## config.mk

```make
export PLATFORM = sky130hd
export DESIGN_NAME = conv_frame_sequencer
export DESIGN_NICKNAME = d
export VERILOG_FILES = /design/src/rtl/conv_frame_sequencer.sv
export SDC_FILE = /design/constraint.sdc
export NUM_CORES = 1
export LEC_CHECK = 0
export ABC_AREA = 1
export CAP_MARGIN = 20
export CELL_PAD_IN_SITES_DETAIL_PLACEMENT = 2
export CELL_PAD_IN_SITES_GLOBAL_PLACEMENT = 2
export CORE_ASPECT_RATIO = 0.75
export CORE_UTILIZATION = 29
export DETAILED_ROUTE_END_ITERATION = 8
export MAX_ROUTING_LAYER = met4
export PLACE_DENSITY_LB_ADDON = 0.1
export SKIP_CTS_REPAIR_TIMING = 1
export SLEW_MARGIN = 10
export SYNTH_ARGS = -nofsm -noshare
export SYNTH_HDL_FRONTEND = slang
export SYNTH_SLANG_ARGS = --single-unit
```

## constraint.sdc

```tcl
create_clock -name clk -period 2.2 [get_ports clk]
set_input_delay 0.44 -clock clk [delete_from_list [all_inputs] [get_ports clk]]
set_output_delay 0.44 -clock clk [all_outputs]
set_load 0.01 [all_outputs]
```

## src/rtl/conv_frame_sequencer.sv

```systemverilog
`default_nettype none
// ============================================================================
// conv_frame_sequencer : raster scheduler for the 3x3 convolve datapath
// Revision 1.0
// ============================================================================
module conv_frame_sequencer #(
  parameter int IMG_W = 28,
  parameter int IMG_H = 28,
  parameter int COL_W = $clog2(IMG_W),
  parameter int ROW_W = $clog2(IMG_H)
) (
  input  logic             clk,
  input  logic             rst,
  input  logic             frame_start,
  input  logic [1:0]       stride,
  input  logic             pix_valid,
  output logic             pix_ready,
  output logic             lb_wr_en,
  output logic             win_shift,
  output logic             lb_row_end,
  output logic             eng_start,
  input  logic             eng_done,
  output logic [ROW_W-1:0] out_row,
  output logic [COL_W-1:0] out_col,
  output logic             busy,
  output logic             frame_done
);

  typedef enum logic [1:0] {
    S_IDLE    = 2'd0,
    S_STREAM  = 2'd1,
    S_COMPUTE = 2'd2,
    S_DONE    = 2'd3
  } state_t;

  localparam logic [COL_W-1:0] C_LAST = COL_W'(IMG_W - 1);
  localparam logic [ROW_W-1:0] R_LAST = ROW_W'(IMG_H - 1);
  localparam logic [COL_W-1:0] C_TWO  = COL_W'(2);
  localparam logic [ROW_W-1:0] R_TWO  = ROW_W'(2);

  state_t           state_q, state_d;
  logic [1:0]       stride_q, stride_d;
  logic [ROW_W-1:0] r_q, r_d, out_row_q, out_row_d;
  logic [COL_W-1:0] c_q, c_d, out_col_q, out_col_d;
  logic [1:0]       rph_q, rph_d, cph_q, cph_d;
  logic             last_win_q, last_win_d;
  logic             eng_start_q, eng_start_d;
  logic             frame_done_q, frame_done_d;
  logic             accept, legal, last_pix;

  // Phase counters hold (r-2)%S and (c-2)%S so window legality needs no divider.
  function automatic logic [1:0] ph_inc(input logic [1:0] ph, input logic [1:0] s);
    return (ph == s - 2'd1) ? 2'd0 : ph + 2'd1;
  endfunction

  always_comb begin
    pix_ready    = (state_q == S_STREAM);
    accept       = pix_valid & pix_ready;
    last_pix     = (r_q == R_LAST) && (c_q == C_LAST);
    legal        = (r_q >= R_TWO) && (c_q >= C_TWO) && (rph_q == 2'd0) && (cph_q == 2'd0);
    state_d      = state_q;
    stride_d     = stride_q;
    r_d          = r_q;
    c_d          = c_q;
    rph_d        = rph_q;
    cph_d        = cph_q;
    out_row_d    = out_row_q;
    out_col_d    = out_col_q;
    last_win_d   = last_win_q;
    eng_start_d  = 1'b0;
    frame_done_d = 1'b0;
    case (state_q)
      S_IDLE: begin
        if (frame_start) begin
          state_d   = S_STREAM;
          stride_d  = (stride == 2'd0) ? 2'd1 : stride;
          r_d       = '0;
          c_d       = '0;
          rph_d     = 2'd0;
          cph_d     = 2'd0;
          out_row_d = '0;
          out_col_d = '0;
        end
      end
      S_STREAM: begin
        if (accept) begin
          if (c_q == C_LAST) begin
            c_d   = '0;
            r_d   = r_q + 1'b1;
            cph_d = 2'd0;
            rph_d = (r_q < R_TWO) ? 2'd0 : ph_inc(rph_q, stride_q);
          end else begin
            c_d   = c_q + 1'b1;
            cph_d = (c_q < C_TWO) ? 2'd0 : ph_inc(cph_q, stride_q);
          end
          if (legal) begin
            state_d     = S_COMPUTE;
            eng_start_d = 1'b1;
            last_win_d  = last_pix;
            // Column 2 is always the first legal window of a row.
            if (c_q == C_TWO) begin
              out_col_d = '0;
              out_row_d = (r_q == R_TWO) ? '0 : out_row_q + 1'b1;
            end else begin
              out_col_d = out_col_q + 1'b1;
            end
          end else if (last_pix) begin
            state_d      = S_DONE;
            frame_done_d = 1'b1;
          end
        end
      end
      S_COMPUTE: begin
        if (eng_done && !eng_start_q) begin
          state_d      = last_win_q ? S_DONE : S_STREAM;
          frame_done_d = last_win_q;
        end
      end
      default: state_d = S_IDLE;
    endcase
  end

  always_ff @(posedge clk or posedge rst) begin
    if (rst) begin
      state_q      <= S_IDLE;
      stride_q     <= 2'd1;
      r_q          <= '0;
      c_q          <= '0;
      rph_q        <= 2'd0;
      cph_q        <= 2'd0;
      out_row_q    <= '0;
      out_col_q    <= '0;
      last_win_q   <= 1'b0;
      eng_start_q  <= 1'b0;
      frame_done_q <= 1'b0;
    end else begin
      state_q      <= state_d;
      stride_q     <= stride_d;
      r_q          <= r_d;
      c_q          <= c_d;
      rph_q        <= rph_d;
      cph_q        <= cph_d;
      out_row_q    <= out_row_d;
      out_col_q    <= out_col_d;
      last_win_q   <= last_win_d;
      eng_start_q  <= eng_start_d;
      frame_done_q <= frame_done_d;
    end
  end

  assign lb_wr_en   = accept;
  assign win_shift  = accept;
  assign lb_row_end = accept && (c_q == C_LAST);
  assign eng_start  = eng_start_q;
  assign out_row    = out_row_q;
  assign out_col    = out_col_q;
  assign busy       = (state_q != S_IDLE);
  assign frame_done = frame_done_q;

endmodule
`default_nettype wire

```

==> results of run 1 <==
## worst max-delay path by stage
stage,start,cells after the start,slack (ns),end
after floorplan,state_q[1],6,0.53,win_shift
after global placement,pix_valid,4,0.05,lb_row_end
after detailed placement,pix_valid,4,0.005,lb_row_end
after CTS,c_q[1],6,-0.23,lb_row_end
after global routing,state_q[1],5,-0.07,win_shift
final,state_q[1],5,0.02,win_shift
## cells in the mapped netlist, types with 2 or more instances
master,number
nor2_4,3
o21ai_0,7
nand2_1,48
dfrtp_1,30
a31o_2,2
nand3_1,15
o22ai_1,2
nand3_2,3
nand2_4,3
nor2_1,14
a21oi_1,6
nand2_2,2
xor2_1,8
nand3_4,2
inv_1,23
ha_1,12
o21ai_1,12
nor2_2,5
o31ai_2,2
nand4_1,11
## metal layers
layer	wire length, um	vias to the layer above
met2	2450	25
met4	92	0
li1	-	840
met1	2800	848
met5	0	-
met3	160	10
## power by group
group | switching (mW) | total [mW] | internal [mW] | leakage, nW
Sequential | 0.172 | 0.878 | 0.706 | 0.417
Combinational | 1.09 | 1.74 | 0.650 | 0.665
Clock | 0.236 | 0.522 | 0.286 | 0.0515
## state kept, by name, summed over array words and instances, names as in the netlist, 2 cells and up
register	count
c_q	5
out_col	5
out_row	5
r_q	5
cph_q	2
rph_q	2
state_q	2
stride_q	2
## cells in the final DEF, fill, tap and decap left out, types with 7 or more instances in the layout
master,Yosys,final
buf_4,1,9
o21ai_1,12,12
nand4_1,11,11
clkbuf_8,0,7
clkdlybuf4s50_1,0,20
ha_1,12,10
inv_1,23,23
nand3_1,15,15
nor2_1,14,14
nand2_1,48,47
o21ai_0,7,7
dfrtp_1,30,29
xor2_1,8,8
## final cells by class
class                           instances  area [um2]
Fill cell                             733        3970
Inverter                               26         108
Sequential cell                        31         778
Tap cell                               81         101
Multi-Input combinational cell        170        1080
Clock buffer                            8         100
Timing Repair Buffer                   32         305
## logic make-up (layout without fill, tap and decap cells)
| kind of cell | after synthesis | after routing | synth area share (%) |
|---|---|---|---|
| AOI/OAI and AO/OA | 37 | 37 | 11.4 |
| DFF | 31 | 31 | 39.3 |
| xor gates and xnor gates | 9 | 9 | 3.98 |
| and+or+nand+nor | 112 | 112 | 30.9 |
| adders and majority gates | 12 | 12 | 7.59 |
| buffers and inverters | 30 | 66 | 6.83 |
## worst max-delay path: stages (launching register included)
cell and delay [ns]:
dfrtp_1 0.43, inv_1 0.11, ha_2 0.22, nand2_2 0.08
inv_1 0.07, clkdlybuf4s50_1 0.53
==> run summary, run 1 <==
post-layout util: 38.4%
DP Cell Count: 337
global-route wire length before repair: 9320 um
post-route cell area: 0.00247 mm2
register area share after synthesis: 39.3%
Design Power: 3.14 mW
Layout area overhead: 24.9%
share of cells above drive strength 1: 18.7%
Worst EP arrival: 1.74 ns
GR Util met2: 26.0%
Port Buf Inserts: 23
CP max FO: 5
I/O pin cnt: 24
count of cell types in the netlist: 41
H-Tree Depth: 2
Hold WS: 0.536 ns
Core ar.: 0.00644 mm2
WL/cell: 15.8 um
WL final: 5500 um
RSZ-0062 raised after global routing: yes
Peak supply drop: 0.460 mV
leakage power: 1.13 nW
row cnt: 25
Clock Tree Buf Depth: 2
FF-to-FF Start: state_q[1]
setup ws final: 0.0171 ns
die width: 97.4 um
post-synthesis register bit count: 31
Tcrit/Tclk final: 99.2%
DP HPWL: 4210 um
DRT Pass-1 Iters: 4
clk sink count: 31
cell area after synthesis: 0.00198 mm2
GR Overflow Total: 0
fraction of registers with async set or reset after synthesis: 100%
CP endpoint kind: output pin
TNS Setup: 0 ns
vias in the first global route: 1,801
Worst Skew: 0.0102 ns
Tmin final: 2.18 ns
Most Used Layer, Global Route: met2
Iteration-0 DRC Markers: 46
Cell Area, Placed: 0.00233 mm2
Worst Path Required: 1.76 ns
GRT Overall Usage: 17.4%
fmax: 458 MHz
leading register cell type out of synthesis: dfrtp_1
clock latency on the worst-skew pair: 0.30 ns
Hold Vio Cnt, Final: 0
largest net degree at the start of global routing: 32
met1 GRT Util: 23.5%
TritonCTS buffer count: 5
worst-margin pin slew: 0.436 ns
Crit Path Class: reg2out
Via Count: 1,723
antenna viol nets, final: 0
top-area cell type share of the netlist area: 37.9%
Cell Count, Final, Fillers Out: 348
Antenna diodes: 0
Post-synth EDFFs: 0
Initial Util: 30.7%
Vias/cell: 4.95
die footprint: 0.00716 mm2
clock-pin slew on the worst setup and hold paths: 0.08 ns
worst reg2reg setup slack: 0.39 ns
Slew HR: 71.0%
Synth area leader: dfrtp_1
Slew Viols, Final: 0
# DRC: 0
synth warn: 0
Max Cap Viol: 0
GR Util met3: 3.71%
GPL Wtd Cong: 0.763
Hold Path Class: in2async
Worst setup SP type: register
setup violators final: 0
synth top area cells: dfrtp_1 38%, nand2_1 9.1%, ha_1 7.6%, inv_1 4.4%, nand3_1 3.8%
CTS root buf: clkbuf_8
Syn Inst Count: 231
nets: 285
syn_area_per_cell: 8.57 um2
Critical R2R Capture: cph_q[1]
Die Span Y: 73.6 um
TritonCTS clock tree: built
antenna violations before repair: 0
Power Density: 1270 mW/mm2
Synth Net Count: 250
r2r worst-path depth: 8
Place WS: 0.00500 ns
status: finished clean
No activity file was read; power rests on OpenSTA's default activity.
==> run 2: changes to the inputs <==
Settings changed: ABC_CLOCK_PERIOD_IN_PS set to 2200, GPL_ROUTABILITY_DRIVEN set to 0.
==> results of run 2 <==
Same layout as run 1: the final DEF is identical, and so are final timing and power.
==> run 3: changes to the inputs <==
Settings changed: CELL_PAD_IN_SITES_DETAIL_PLACEMENT 2 to not set, CELL_PAD_IN_SITES_GLOBAL_PLACEMENT 2 to not set, PLACE_DENSITY_LB_ADDON 0.1 to not set.
==> run summary, run 3 (synthesis gave the netlist of run 1 again) <==
status: finished clean
row cnt: 25
DP Cell Count: 334
r2r worst-path depth: 10
GRT Overall Usage: 13.1%
I/O pin cnt: 24
WL/cell: 12.3 um
leakage power: 1.13 nW
Worst Path Required: 1.76 ns
Iteration-0 DRC Markers: 69
TritonCTS buffer count: 5
Storage cell area: 779 um2
DP HPWL: 3180 um
antenna viol nets, final: 0
Hold Vio Cnt, Final: 0
Peak supply drop: 0.389 mV
Worst Skew: 0.0139 ns
multi-input logic area: 0.00107 mm2
Hold Path Class: in2async
H-Tree Depth: 2
die width: 97.4 um
worst reg2reg setup slack: 0.52 ns
Max Cap Viol: 0
# DRC: 0
Layout area overhead: 23.6%
Worst setup SP type: register
Clock Tree Buf Depth: 2
most common cell after layout, fill and taps aside: nand2_1
share of cells above drive strength 1: 17.6%
Clk pwr share: 18.9%
cell mode on critical path: inv_1
Tmin final: 2.10 ns
Worst EP arrival: 1.66 ns
Initial Util: 30.7%
combinational power share: 52.5%
largest net degree at the start of global routing: 32
CP max FO: 5
RSZ-0062 raised after global routing: no
clk sink count: 31
Critical Path Max Stage Delay: 0.52 ns
CTS root buf: clkbuf_8
setup ws final: 0.102 ns
vias in the first global route: 1,491
Crit Path Class: reg2out
Critical R2R Capture: out_row[1]
Antenna diodes: 0
FF-to-FF Start: state_q[1]
Cell Count, Final, Fillers Out: 342
register share of total power: 28.5%
CP endpoint kind: output pin
fillers: 658
antenna violations before repair: 0
Die Span Y: 73.6 um
DRT Pass-1 Iters: 4
Power Density: 1250 mW/mm2
Slew HR: 72.7%
Via Count: 1,606
die footprint: 0.00716 mm2
setup violators final: 0
Vias/cell: 4.70
Switching Share: 45.2%
switching pwr: 1.39 mW
Core ar.: 0.00644 mm2
clock latency on the worst-skew pair: 0.29 ns
global-route wire length before repair: 7040 um
GR Overflow Total: 0
clock-pin slew on the worst setup and hold paths: 0.07 ns
internal power: 1.68 mW
Place WS: -0.0934 ns
nets: 279
most frequent cells in the layout: 47 x nand2_1, 28 x dfrtp_1, 23 x inv_1
Port Buf Inserts: 23
post-route cell area: 0.00245 mm2
CP max-delay cell: clkdlybuf4s50_1
critical path, cell by cell: inv_1 > ha_1 > inv_1 > clkdlybuf4s50_1
worst-margin pin slew: 0.410 ns
fmax: 477 MHz
Hold WS: 0.549 ns
Tcrit/Tclk final: 95.4%
Cell Area, Placed: 0.00231 mm2
TritonCTS clock tree: built
WL final: 4210 um
Slew Viols, Final: 0
==> run 3: through the flow <==
| step | total power, mW | setup TNS [ns] | utilization (%) |
|---|---|---|---|
| after floorplan | 2.08 | 0 | - |
| after global placement | 2.47 | -0.183 | 35.8 |
| after detailed placement | 2.50 | -0.207 | 35.8 |
| after CTS | 3.10 | -0.295 | 37.6 |
| after global routing | 3.32 | 0 | 38.0 |
| final | 3.07 | 0 | 38.0 |
==> run 3: per-layer routing <==
metal / vias to the layer above / GRT usage, % / routed length [um]
li1: 833 / - / -
met1: 740 / 17.2 / 2180
met2: 29 / 19.1 / 1790
met3: 4 / 4.00 / 196
met4: 0 / 4.41 / 43
met5: - / - / 0
==> run 3: area by class of cell <==
class,instances,area share [%]
clock buffers,6,3.37
flip-flops and latches,31,31.9
inverters,26,4.40
multi-input cells,170,43.9
repair buffers,26,10.9
clock inverters,2,1.43
well taps,81,4.14
==> run 3: power by group through the flow <==
| stage | clock network (mW) | registers (mW) | logic, mW |
|---|---|---|---|
| CTS | 0.602 | 0.872 | 1.63 |
| finish | 0.581 | 0.876 | 1.61 |
| global route | 0.618 | 0.900 | 1.81 |
| detailed placement | 0 | 0.882 | 1.62 |
| floorplan | 0 | 0.843 | 1.23 |
| global placement | 0 | 0.869 | 1.60 |
==> run 3: worst max-delay path by stage <==
stage / start / endpoint / depth (start not counted)
2_1_floorplan: state_q[1] / win_shift / 6
3_3_place_gp: pix_valid / lb_row_end / 4
3_5_place_dp: pix_valid / lb_row_end / 4
4_1_cts: c_q[1] / lb_row_end / 6
5_1_grt: state_q[0] / busy / 4
6_report: state_q[0] / busy / 4
==> run 3: worst max-delay path, delay by kind of cell, from the launching register on <==
| family | cells | cell delay [ns] |
|---|---|---|
| DFF | 1 | 0.39 |
| buffers and inverters | 3 | 0.70 |
| adders and majority gates | 1 | 0.28 |
==> RTL edit 1: new RTL, config.mk and constraints of run 1 <==
Change the parameter `IMG_W` from 28 to 56.
--- a/src/rtl/conv_frame_sequencer.sv
+++ b/src/rtl/conv_frame_sequencer.sv
@@ -4,7 +4,7 @@
 // Revision 1.0
 // ============================================================================
 module conv_frame_sequencer #(
-  parameter int IMG_W = 28,
+  parameter int IMG_W = 56,
   parameter int IMG_H = 28,
   parameter int COL_W = $clog2(IMG_W),
   parameter int ROW_W = $clog2(IMG_H)
Ports: changed (resized out_col); port bits go from 24 to 25. The function was not compared with the original's and may differ.
==> RTL edit 1 against run 1 <==
- total power increased by 3.7%
- sequential cell count increased by 2
- sequential power about the same
- clock skew about the same
- wire length increased by 2.3%
- setup slack improved by 0.031 ns
- sequential share of layout area about the same
- area after synthesis increased by 8.2%
- maximum frequency increased by 1.5%
- design area increased by 6.2%
- final cell count increased by 10%
- global-route usage decreased by 0.39 points
- die area increased by 8.0%
- non-clock buffer count increased by 1
- largest power group unchanged
==> RTL edit 1: results (changes against run 1) <==
cp_slowest_stage_delay_ns: 0.57  # +0.04 ns
dpl-instance-area_um2: 2514  # +8.0%
synthTopCellsByArea: "dfrtp_1, nand2_1, ha_1"
wl_met2_mm: 2.566  # +4.9%
grt_pass1_vias: 1993  # +11%
hold_ws_ns: 0.5184  # -0.01799 ns
r2r-end: "out_row[3]$_DFFE_PP0P_"
critical_path_arrival_ns: 1.71  # -0.03 ns
grt_use_met3_pct: 3.028  # -0.68 points
routabilityCongestion: 0.7298  # -4.3%
synth.distinct_cells: 44  # +7.3%
drt-met1-wl_mm: 2.885  # +3.1%
route.vias.total: 1781  # +3.4%
syn_nets: 269  # +7.6%
grt_pass1_wl_mm: 9.908  # +6.3%
use_met1_pct: 23.07  # -0.40 points
rr_worst_depth: 9  # +1
yosysSeqAreaShare_pct: 38.61  # -0.64 points
layout_min_cycle_time_ns: 2.152  # -0.03140 ns
layout-drive-gt1-share_pct: 20.70  # +2.0 points
grt_use_met2_pct: 26.12  # +0.17 points
synth_common_cells: "nand2_1, dfrtp_1, inv_1"
portBuffers: 24  # +4.3%
crit_end: "pix_ready"
dr_wl_met3_um: 108  # -33%
max-vdd-ir-drop_uv: 301.2  # -35%
synthCells: 250  # +8.2%
skew_ns: 0.01021  # +0.00002260 ns
grt_max_degree: 34  # +6.3%
worstMarginPinSlew_ns: 0.4518  # +0.01620 ns
status: "finished, final reports clean"
vias_per_cell: 4.650  # -6.1%
crit_fanout: 17  # +12
hpwlAfterDp_mm: 4.334  # +2.9%
finalNetCount: 303  # +6.3%
p_leak_uw: 0.001233  # +8.8%
preCtsSetupSlack_ns: -0.1241  # -0.1291 ns
wl_per_cell_um: 14.68  # -7.0%
post-place-cells: 375  # +11%
RTL edit 1: changes by cell type after synthesis, moves of 3 or more:
cell     delta
nand4_1     -3
nand2_2     +5
nand3_1     +4
inv_1       +6
o21ai_1     -3
o21ai_2     +6
nand3_2     -3
RTL edit 1: cell type report:
| type | count | area (um^2) |
|---|---|---|
| inverter | 34 | 135.1 |
| timing repair buffer | 33 | 322.8 |
| multi-input combinational | 177 | 1129 |
| clock buffer | 8 | 90.09 |
| sequential | 33 | 827.0 |
| fill | 832 | 4335 |
| tap | 98 | 122.6 |
RTL edit 1: report_power, final:
group	switching, uW	total [uW]	internal, uW
logic	1180	1880	696
registers	134	878	744
clock network	241	497	256
total	1560	3250	1700
RTL edit 1: cells by family after synthesis:
| kind of cell | synth area share, % |
|---|---|
| AOI/OAI and AO/OA | 12.03 |
| and+or+nand+nor | 30.02 |
| adders and majority gates | 7.009 |
| DFF | 38.61 |
| xor gates and xnor gates | 3.271 |
| buffers and inverters | 9.053 |
==> RTL edit 2: new RTL, config.mk and constraints of run 1 <==
Made on the original files. Encoding of `state_t`: now one-hot (4 bits for 4 states).
--- a/src/rtl/conv_frame_sequencer.sv
+++ b/src/rtl/conv_frame_sequencer.sv
@@ -26,11 +26,11 @@
   output logic             frame_done
 );
 
-  typedef enum logic [1:0] {
-    S_IDLE    = 2'd0,
-    S_STREAM  = 2'd1,
-    S_COMPUTE = 2'd2,
-    S_DONE    = 2'd3
+  typedef enum logic [3:0] {
+    S_IDLE    = 4'b0001,
+    S_STREAM  = 4'b0010,
+    S_COMPUTE = 4'b0100,
+    S_DONE    = 4'b1000
   } state_t;
 
   localparam logic [COL_W-1:0] C_LAST = COL_W'(IMG_W - 1);
Formal check against the unedited RTL: no difference found for any inputs over 10 cycles, from zero or initial values and one cycle with rst high; not proved beyond that.
==> RTL edit 2 against run 1 <==
- wire length up 1.0%
- total power down 17%
- synthesized cell count up 6.5%
- combinational power down 31%
- hold slack worse by 0.015 ns
- final cell count up 4.6%
- area after synthesis down 0.44%
- setup slack better by 0.20 ns
- design area up 0.61%
- sequential cell count up 2
- die area down 0.43%
- non-clock buffer count up 3
- first-iteration DRC count down 2.2%
==> RTL edit 2: results (changes against run 1) <==
max_slew_margin_pct: 69.29  # -1.7 points
setup.worst_path.start: "c_q[0]$_DFFE_PP0P_"
drt_iter0_drc: 45  # -2.2%
status: "finished, final reports clean"
skew_ns: 0.007597  # -0.002593 ns
period_share_pct: 90.33  # -8.9 points
grt_pass1_vias: 1919  # +6.6%
preCtsSetupSlack_ns: -0.1493  # -0.1544 ns
yosysSeqAreaShare_pct: 42.03  # +2.8 points
critical_path_arrival_ns: 1.55  # -0.19 ns
synth_common_cells: "nand2_1, dfrtp_1, inv_1, nand3_1, nor2_1"
hpwlAfterDp_mm: 4.222  # +0.24%
grt_pass1_wl_mm: 9.791  # +5.0%
clk_pin_slew_ns: 0.08  # about the same
p_leak_uw: 0.001224  # +8.0%
crit_fanout: 3  # -2
r2r-end: "out_row[3]$_DFFE_PP0P_"
min_path_type: "reg -> reg"
grt_max_degree: 34  # +6.3%
crit_end: "lb_row_end"
rr_worst_depth: 9  # +1
routabilityCongestion: 0.7370  # -3.4%
clkLatencyLatePin_ns: 0.29
finalNetCount: 297  # +4.2%
synth.distinct_cells: 32  # -22%
layout-drive-gt1-share_pct: 15.55  # -3.2 points
wl_per_cell_um: 15.26  # -3.4%
hold_ws_ns: 0.5212  # -0.01522 ns
synth_warnings: 0  # unchanged
dpl-instance-area_um2: 2331  # +0.11%
n_fill_cell: 751  # +2.5%
synthTopCellsByArea: "dfrtp_1, nand2_1, nand3_1"
max-vdd-ir-drop_uv: 329.6  # -28%
layout.cells.non_filler: 364  # +4.6%
diodes: 0  # unchanged
route.vias.total: 1750  # +1.6%
avgSynthCellArea_um2: 8.011  # -6.5%
syn_nets: 261  # +4.4%
gr-usage-all-layers_pct: 18.24  # +0.82 points
RTL edit 2: changes by cell type in the layout (fill, tap and decap cells not counted), sizes merged, moves of 3 or more:
cell   delta
nand3     +7
inv       +4
nand2     +6
a21oi     -5
ha        -4
nor2      +4
buf       +3
o31ai     -3
RTL edit 2: routing by layer:
metal,GRT usage (%),share of wire (%),vias to the layer above
met3,3.711,2.2,4
met5,-,0,-
met1,23.42,50,855
met2,29.34,47,17
met4,5.473,0.74,0
li1,-,-,874
RTL edit 2: critical path, cell delays in order (launching register included):
cell and delay [ns]:
dfrtp_1 0.38, ha_2 0.22, nand3_1 0.13, nor2_2 0.18
nand2_1 0.11, inv_1 0.09, dlymetal6s2s_1 0.16
RTL edit 2: logic make-up after synthesis:
group | count (synthesis) | synth area share [%]
and+or+nand+nor | 131 | 32.32
DFF | 33 | 42.03
buffers and inverters | 36 | 8.062
adders and majority gates | 8 | 5.080
xor gates and xnor gates | 12 | 5.333
AOI/OAI and AO/OA | 26 | 7.175
RTL edit 2: layout make-up:
class | count | area [um^2] | area share (%)
clock inverters | 1 | 30.03 | 1.207
well taps | 81 | 101.3 | 4.074
inverters | 30 | 112.6 | 4.527
multi-input cells | 177 | 988.4 | 39.74
repair buffers | 35 | 340.3 | 13.68
flip-flops and latches | 33 | 828.3 | 33.30
clock buffers | 7 | 86.33 | 3.471
RTL edit 2: power breakdown:
part	switching [uW]	internal, uW
clock	236	370
combinational	755	448
sequential	84.7	704
total	1080	1520
